===== src/rtl/fetch_buffer_pkg.sv =====
// Shared constants and the packed entry layout for the fetch buffer.
// Empty-output defaults live here so every consumer agrees on them.
package fetch_buffer_pkg;

  localparam logic [31:0] INST_NOP     = 32'h0340_0000;
  localparam logic [31:0] PC_RESET     = 32'h1c00_0000;
  localparam logic [31:0] EMPTY_COOKIE = 32'd1958;

  typedef struct packed {
    logic [31:0] inst0;
    logic [31:0] inst1;
    logic [31:0] pc;
    logic [31:0] pc_next;
    logic [31:0] pc_add;
    logic [31:0] badv;
    logic [31:0] cookie;
    logic [6:0]  exception;
    logic [1:0]  excp_flag;
    logic [1:0]  priv_flag;
  } fb_entry_t;

  // Packet presented downstream while the buffer holds nothing.
  function automatic fb_entry_t empty_entry();
    fb_entry_t e;
    e.inst0     = INST_NOP;
    e.inst1     = INST_NOP;
    e.pc        = PC_RESET;
    e.pc_next   = PC_RESET + 32'd8;
    e.pc_add    = PC_RESET + 32'd4;
    e.badv      = PC_RESET;
    e.cookie    = EMPTY_COOKIE;
    e.exception = '0;
    e.excp_flag = '0;
    e.priv_flag = '0;
    return e;
  endfunction

endpackage


===== src/rtl/fetch_buffer_ram.sv =====
// Entry storage for the fetch buffer: synchronous write, combinational read.
// Contents are not reset; validity is tracked by the buffer's pointers.
module fetch_buffer_ram
  import fetch_buffer_pkg::*;
#(
  parameter int unsigned DEPTH = 8,
  localparam int unsigned PW = $clog2(DEPTH)
) (
  input  logic          clk,
  input  logic          we,
  input  logic [PW-1:0] waddr,
  input  fb_entry_t     wdata,
  input  logic [PW-1:0] raddr,
  output fb_entry_t     rdata
);

  fb_entry_t mem [DEPTH];

  always_ff @(posedge clk) begin
    if (we) begin
      mem[waddr] <= wdata;
    end
  end

  assign rdata = mem[raddr];

endmodule


===== src/rtl/fetch_buffer.sv =====
// Circular fetch-packet buffer between IF and the FIFO/ID register.
// No bypass: a packet written this cycle is visible at the head next cycle.
module fetch_buffer
  import fetch_buffer_pkg::*;
#(
  parameter int unsigned DEPTH = 8
) (
  input  logic        clk,
  input  logic        rstn,
  input  logic        fifo_flush,
  input  logic        if_readygo,
  output logic        buf_allowin,
  input  logic [31:0] if_inst0,
  input  logic [31:0] if_inst1,
  input  logic [31:0] if_pc,
  input  logic [31:0] if_pc_next,
  input  logic [31:0] if_pcAdd,
  input  logic [31:0] if_badv,
  input  logic [31:0] if_cookie_out,
  input  logic [6:0]  if_exception,
  input  logic [1:0]  if_excp_flag,
  input  logic [1:0]  if_priv_flag,
  output logic        fifo_readygo,
  input  logic        fifo_allowin,
  output logic [31:0] fifo_inst0,
  output logic [31:0] fifo_inst1,
  output logic [31:0] fifo_pc,
  output logic [31:0] fifo_pc_next,
  output logic [31:0] fifo_pcAdd,
  output logic [31:0] fifo_badv,
  output logic [31:0] fifo_cookie_out,
  output logic [6:0]  fifo_exception,
  output logic [1:0]  fifo_excp_flag,
  output logic [1:0]  fifo_priv_flag,
  output logic        fetch_buf_empty,
  output logic        fetch_buf_full
);

  localparam int unsigned PW = $clog2(DEPTH);
  localparam int unsigned CW = PW + 1;

  logic [PW-1:0] head_q;
  logic [PW-1:0] tail_q;
  logic [CW-1:0] count_q;
  logic          push;
  logic          pop;
  fb_entry_t     wr_entry;
  fb_entry_t     rd_entry;
  fb_entry_t     head_entry;

  assign fetch_buf_empty = (count_q == '0);
  assign fetch_buf_full  = (count_q == CW'(DEPTH));
  assign buf_allowin     = !fetch_buf_full;
  assign fifo_readygo    = !fetch_buf_empty;
  assign push            = if_readygo & buf_allowin;
  assign pop             = fifo_readygo & fifo_allowin;

  // Flush wins over push and pop; pointer arithmetic wraps at the power-of-two depth.
  always_ff @(posedge clk or negedge rstn) begin
    if (!rstn) begin
      head_q  <= '0;
      tail_q  <= '0;
      count_q <= '0;
    end else if (fifo_flush) begin
      head_q  <= '0;
      tail_q  <= '0;
      count_q <= '0;
    end else begin
      if (push) begin
        tail_q <= tail_q + PW'(1);
      end
      if (pop) begin
        head_q <= head_q + PW'(1);
      end
      if (push && !pop) begin
        count_q <= count_q + CW'(1);
      end else if (pop && !push) begin
        count_q <= count_q - CW'(1);
      end
    end
  end

  always_comb begin
    wr_entry           = '0;
    wr_entry.inst0     = if_inst0;
    wr_entry.inst1     = if_inst1;
    wr_entry.pc        = if_pc;
    wr_entry.pc_next   = if_pc_next;
    wr_entry.pc_add    = if_pcAdd;
    wr_entry.badv      = if_badv;
    wr_entry.cookie    = if_cookie_out;
    wr_entry.exception = if_exception;
    wr_entry.excp_flag = if_excp_flag;
    wr_entry.priv_flag = if_priv_flag;
  end

  fetch_buffer_ram #(
    .DEPTH (DEPTH)
  ) u_ram (
    .clk   (clk),
    .we    (push & ~fifo_flush),
    .waddr (tail_q),
    .wdata (wr_entry),
    .raddr (head_q),
    .rdata (rd_entry)
  );

  always_comb begin
    head_entry = fetch_buf_empty ? empty_entry() : rd_entry;
  end

  assign fifo_inst0      = head_entry.inst0;
  assign fifo_inst1      = head_entry.inst1;
  assign fifo_pc         = head_entry.pc;
  assign fifo_pc_next    = head_entry.pc_next;
  assign fifo_pcAdd      = head_entry.pc_add;
  assign fifo_badv       = head_entry.badv;
  assign fifo_cookie_out = head_entry.cookie;
  assign fifo_exception  = head_entry.exception;
  assign fifo_excp_flag  = head_entry.excp_flag;
  assign fifo_priv_flag  = head_entry.priv_flag;

endmodule

===== config.mk =====
export PLATFORM = sky130hd
export DESIGN_NAME = fetch_buffer
export DESIGN_NICKNAME = d
export VERILOG_FILES = /design/src/rtl/fetch_buffer_pkg.sv /design/src/rtl/fetch_buffer_ram.sv /design/src/rtl/fetch_buffer.sv
export SDC_FILE = /design/constraint.sdc
export NUM_CORES = 2
export LEC_CHECK = 0
export ABC_AREA = 1
export CORE_ASPECT_RATIO = 1.25
export CORE_MARGIN = 3
export CORE_UTILIZATION = 58
export CTS_BUF_LIST = sky130_fd_sc_hd__clkbuf_4 sky130_fd_sc_hd__clkbuf_8 sky130_fd_sc_hd__clkbuf_16
export CTS_CLUSTER_SIZE = 25
export DETAILED_ROUTE_END_ITERATION = 10
export GPL_TIMING_DRIVEN = 0
export PLACE_DENSITY = 0.78
export SLEW_MARGIN = 15
export SYNTH_ARGS = -nofsm -noshare
export SYNTH_HDL_FRONTEND = slang
export SYNTH_SLANG_ARGS = --single-unit

===== constraint.sdc =====
create_clock -name clk -period 25.3 [get_ports clk]
set_input_delay 2.53 -clock clk [delete_from_list [all_inputs] [get_ports clk]]
set_output_delay 2.53 -clock clk [all_outputs]
set_load 0.02 [all_outputs]

* Word-level counts from Yosys, hierarchy flattened
Memory sizes are Yosys's and may differ from the RTL's.
Cells that the tools add are included.
** Word-level totals
- Register bits after elaboration :: 10
- Bits in writable memories :: 1880
- Memories :: 1
** Memories
- u_ram.mem :: words 8, width 235, rd ports 1, clocked after memory_dff 0, wr ports 1, RTL line fetch_buffer_ram.sv:17 : fb_entry_t mem [DEPTH];
** Cells by class
- Add/sub/neg operators :: 4
- Equal/unequal tests :: 1
- Mux-type cells :: 10
- Bitwise operators :: 4
- Reductions and logical operators :: 10
** Operators with widths (number)
- $mux 235 :: 1
- $mux 3 :: 4
- $mux 4 :: 3
- $add 3x1->3 const B :: 2
- $add 4x1->4 const B :: 1
- $eq 4x4->1 const B :: 1
- $logic_not 1->1 :: 4
- $logic_not 4->1 :: 1
- $reduce_bool 2->1 :: 2
- $sub 4x1->4 const B :: 1
- $and 1x1->1 :: 3
- $reduce_bool 3->1 :: 1
- $logic_and 1x1->1 :: 2
- $mux 1 :: 2
- $not 1->1 :: 1

* Longest topological paths before layout
- Depth after elaboration :: 8
- Gate-level depth with buffers :: 10
- Mapped depth without buffers :: 10

* Hierarchy
From an unflattened synthesis, not the netlist that was laid out.
** Unflattened totals
- Cell total of the unflattened synthesis :: 8688
- Area, all modules :: 84275.8 um^2
** Modules (own cells, without submodules)
- fetch_buffer_ram :: instances 1, cells an instance 8139, area each 81747.2 um^2
- fetch_buffer :: instances 1, cells an instance 549, area each 2528.7 um^2

* Worst setup path after synthesis
No wires, ideal clock.
- Path type :: input -> register
- Start :: input if_readygo
- End :: memory u_ram.mem[0][0] (netlist bit) (enable)
- Library setup time :: 835 ps
- Arrival :: 12629 ps
- Required time :: 24465 ps
- Setup slack :: 11836 ps
- Stages :: 4
- Path buffers :: 0
- Cells stage by stage :: nand2_1 > nor2_1 > nand2_1 > nor2_1
** Between the ends
- Cells in the longest elaborated chain, start to end :: 4
** RTL lines
- start, declared :: RTL line fetch_buffer.sv:11 : input logic if_readygo,
- $and 1x1->1 :: RTL line fetch_buffer.sv:55 : assign push = if_readygo & buf_allowin;
- $and 1x1->1 :: RTL line fetch_buffer.sv:101 : .we (push & ~fifo_flush),
- $mux 1 :: RTL line fetch_buffer_ram.sv:20 : if (we) begin
- $mux 1 (not written as such) :: RTL line fetch_buffer_ram.sv:21 : mem[waddr] <= wdata;
- end, declared :: RTL line fetch_buffer_ram.sv:17
No other way between the ends.

* Worst setup path in the final report
- Start :: register head_q[1]
- End :: output fifo_inst0[12]
** Between the ends
- Cells in the longest elaborated chain, start to end :: 2
** RTL lines
- start, declared :: RTL line fetch_buffer.sv:42 : logic [PW-1:0] head_q;
- start signal, assigned :: RTL line fetch_buffer.sv:73 : head_q <= head_q + PW'(1);
- $mem_v2 8x235
- $mux 235 :: RTL line fetch_buffer.sv:109 : head_entry = fetch_buf_empty ? empty_entry() : rd_entry;
- end, declared :: RTL line fetch_buffer.sv:25 : output logic [31:0] fifo_inst0,
No other way between the ends.

==> results.sh <==
export IMPL_finalCritPeriodShare_pct=27.97
export IMPL_layout_common_cells="edfxtp_1, nor2_1, o21ai_0, clkdlybuf4s50_1, o22ai_1"
export IMPL_grt_use_total_pct=31.78
export IMPL_ctsHoldBuffers=0
export IMPL_slew_headroom_pct=20.37
export IMPL_syn_to_final_growth_pct=20.04
export IMPL_final_antenna_net_count=0
export IMPL_die_w_um=323.7
export IMPL_hp_class="register to register"
export IMPL_endpoint_kind="output port"
export IMPL_rrSetupSlack_ns=21.78
export IMPL_cts_root_buf="clkbuf_16"
export IMPL_gr_total_overflow=0
export IMPL_dr_pass1_iters=6
export IMPL_setup_viol=0
export IMPL_cp_startpoint="head_q[1]"
export IMPL_postSynthCellCount=5474
export IMPL_cts_made_buffers=171
export IMPL_endpoint="fifo_inst0[12]"
export IMPL_via_per_inst=6.309
export IMPL_required_ns=22.77
export IMPL_nFillCells=8080
export IMPL_dp_slack_ns=19.02
export IMPL_cts_tree="done"
export IMPL_initial_core_util_pct=58.46
export IMPL_portBuffers=478
export IMPL_r2r_cells=12
export IMPL_yosys_register_bits=1890
export IMPL_maxCapViolations=0
export IMPL_worst_pin_slew_ns=1.194
export IMPL_worst_hold_slack_ns=0.6220
export IMPL_synth_seq_area_share_pct=77.48
export IMPL_p_leak_nw=29.06
export IMPL_antenna_found_initial=45
export IMPL_dr_total_vias=50474
export IMPL_clock_skew_ns=0.02753
export IMPL_grt_pass1_vias=48938
export IMPL_fin_crit_ns=7.076
export IMPL_drt_wl_total_um=211900
export IMPL_timing_fmax_mhz=141.3
export IMPL_synth_top_family_by_area="compound AO/OA/AOI/OAI gates"
export IMPL_io_pins=479
export IMPL_drive_above_1_share_pct=8.039
export IMPL_syn_num_nets=5719
export IMPL_start_kind="register"
export IMPL_cts_setup_buffers=0
export IMPL_gp_congestion=0.8189
export IMPL_critPathMaxFanout=10
export IMPL_tns_ns=0
export IMPL_wl_per_cell_um=26.49
export IMPL_r2r_start="count_q[3]"
export IMPL_synth_simple_area_share_pct=9.066
export IMPL_cts_max_level=4
export IMPL_synth_xor_xnor_area_share_pct=0.01197
export IMPL_final_nets=6468
export IMPL_drc=0
export IMPL_status="finished clean"
export IMPL_grt_max_degree=26
export IMPL_ir_drop_mv=0.08577
export IMPL_clock_path_buffers=3
export IMPL_finalMaxSlewViolations=0
export IMPL_insertion_delay_ns=0.81
export IMPL_core_um2=125200
export IMPL_fin_util_pct=70.18
export IMPL_synth_distinct_cells=24
export IMPL_cts_sinks=1890
export IMPL_critical_path_class="register to output port"
export IMPL_rows=145
export IMPL_total_power_w=0.009480
export IMPL_synth_warnings=0
export IMPL_cts_resized=0
export IMPL_clk_pin_slew_ns=0.06
export IMPL_synth_mux_area_share_pct=0
export IMPL_cellPowerDensity_nw_per_um2=107.9
export IMPL_die_y_um=403.1
export IMPL_synthAdderAreaFrac_pct=0.09574
export IMPL_synth_area_per_cell_um2=13.37
export IMPL_rsz0062_at_grt="no"
export IMPL_drt_iter0_drc=6871
export IMPL_final_common_cell="edfxtp_1"
export IMPL_final_hold_violation_count=0
export IMPL_worstReg2RegEnd="u_ram.mem[5][76]"
export IMPL_synth_compound_area_share_pct=10.78
export IMPL_grt_pass1_wl_um=304500
export IMPL_die_area_um2=130500
export IMPL_mappedNetlistArea_um2=73180
export IMPL_hpwl_um=137200
export IMPL_cp_data_arrival_time_ns=4.55
export IMPL_layout_setup_ws_ns=18.22
worst min-delay path by stage:
stage          cells after the start        from         end
6_report                           2  count_q[2]  count_q[2]
5_1_grt                            2  count_q[2]  count_q[2]
4_1_cts                            2  count_q[2]  count_q[2]
3_5_place_dp                       2  count_q[3]  count_q[3]
3_3_place_gp                       2  count_q[3]  count_q[3]
2_1_floorplan                      2  count_q[2]  count_q[2]
flip-flops by register name, indices dropped and copies added (netlist names):
signal and count:
count_q 4, u_ram.mem 1880, tail_q 3, head_q 3
stage by stage:
| step | instances | cell area (um2) |
|---|---|---|
| final | 8000 | 87850 |
| after global routing | 7981 | 87800 |
| after CTS | 7961 | 87750 |
| after detailed placement | 7667 | 82330 |
| after global placement | 7569 | 79990 |
| after floorplan | 5474 | 73180 |
worst max-delay path: stages, from the launching register on:
cell and delay (ns):
dfrtp_1 0.57, inv_1 0.18, clkbuf_1 0.89, clkbuf_1 0.48, o21ai_0 0.19, o22ai_1 0.17
o21ai_1 0.08, nor2_1 0.46, clkdlybuf4s50_1 0.72
where the power goes:
| part | switching [W] | leakage, nW | internal [W] | total (W) |
|---|---|---|---|---|
| clock network | 0.00110 | 2.71 | 0.00143 | 0.00253 |
| registers | 0.0000233 | 17.1 | 0.00354 | 0.00356 |
| logic | 0.00226 | 9.24 | 0.00112 | 0.00339 |
per-layer routing:
layer	track usage [%]	share of wire, %
met1	40.87	35
met2	51.10	49
met3	7.110	11
met4	16.46	4.8
met5	0	0.053
area by class of cell:
| cell class | count | area (um2) | share of cell area, % |
|---|---|---|---|
| diodes | 39 | 97.59 | 0.1111 |
| plain buffers | 391 | 1821 | 2.072 |
| clock buffers | 210 | 4642 | 5.284 |
| clock inverters | 84 | 779.5 | 0.8873 |
| inverters | 16 | 62.56 | 0.07121 |
| multi-input cells | 3177 | 14660 | 16.69 |
| flip-flops and latches | 1890 | 56700 | 64.55 |
| well taps | 1617 | 2023 | 2.303 |
| repair buffers | 576 | 7057 | 8.033 |
synthesized netlist by cell type, drive strengths merged:
cell type	n	area share, %
o21ai	1046	7.2
xnor2	1	0.012
dfrtp	10	0.34
a211oi	1	0.010
nor2	1262	6.5
o21a	1	0.010
edfxtp	1880	77
a21oi	7	0.048
fa	1	0.027
nand3b	1	0.010
nand2	241	1.2
ha	4	0.068
clkbuf	227	1.2
nand3	196	1.3
o22ai	416	3.6
inv	16	0.085
buf	164	1.3
cells by family after synthesis:
| logic type | after synthesis |
|---|---|
| DFF | 1890 |
| and+or+nand+nor | 1700 |
| AOI/OAI and AO/OA | 1471 |
| buffers and inverters | 407 |
| adders and majority gates | 5 |
| xor gates and xnor gates | 1 |
No activity file was read; power rests on OpenSTA's default activity.
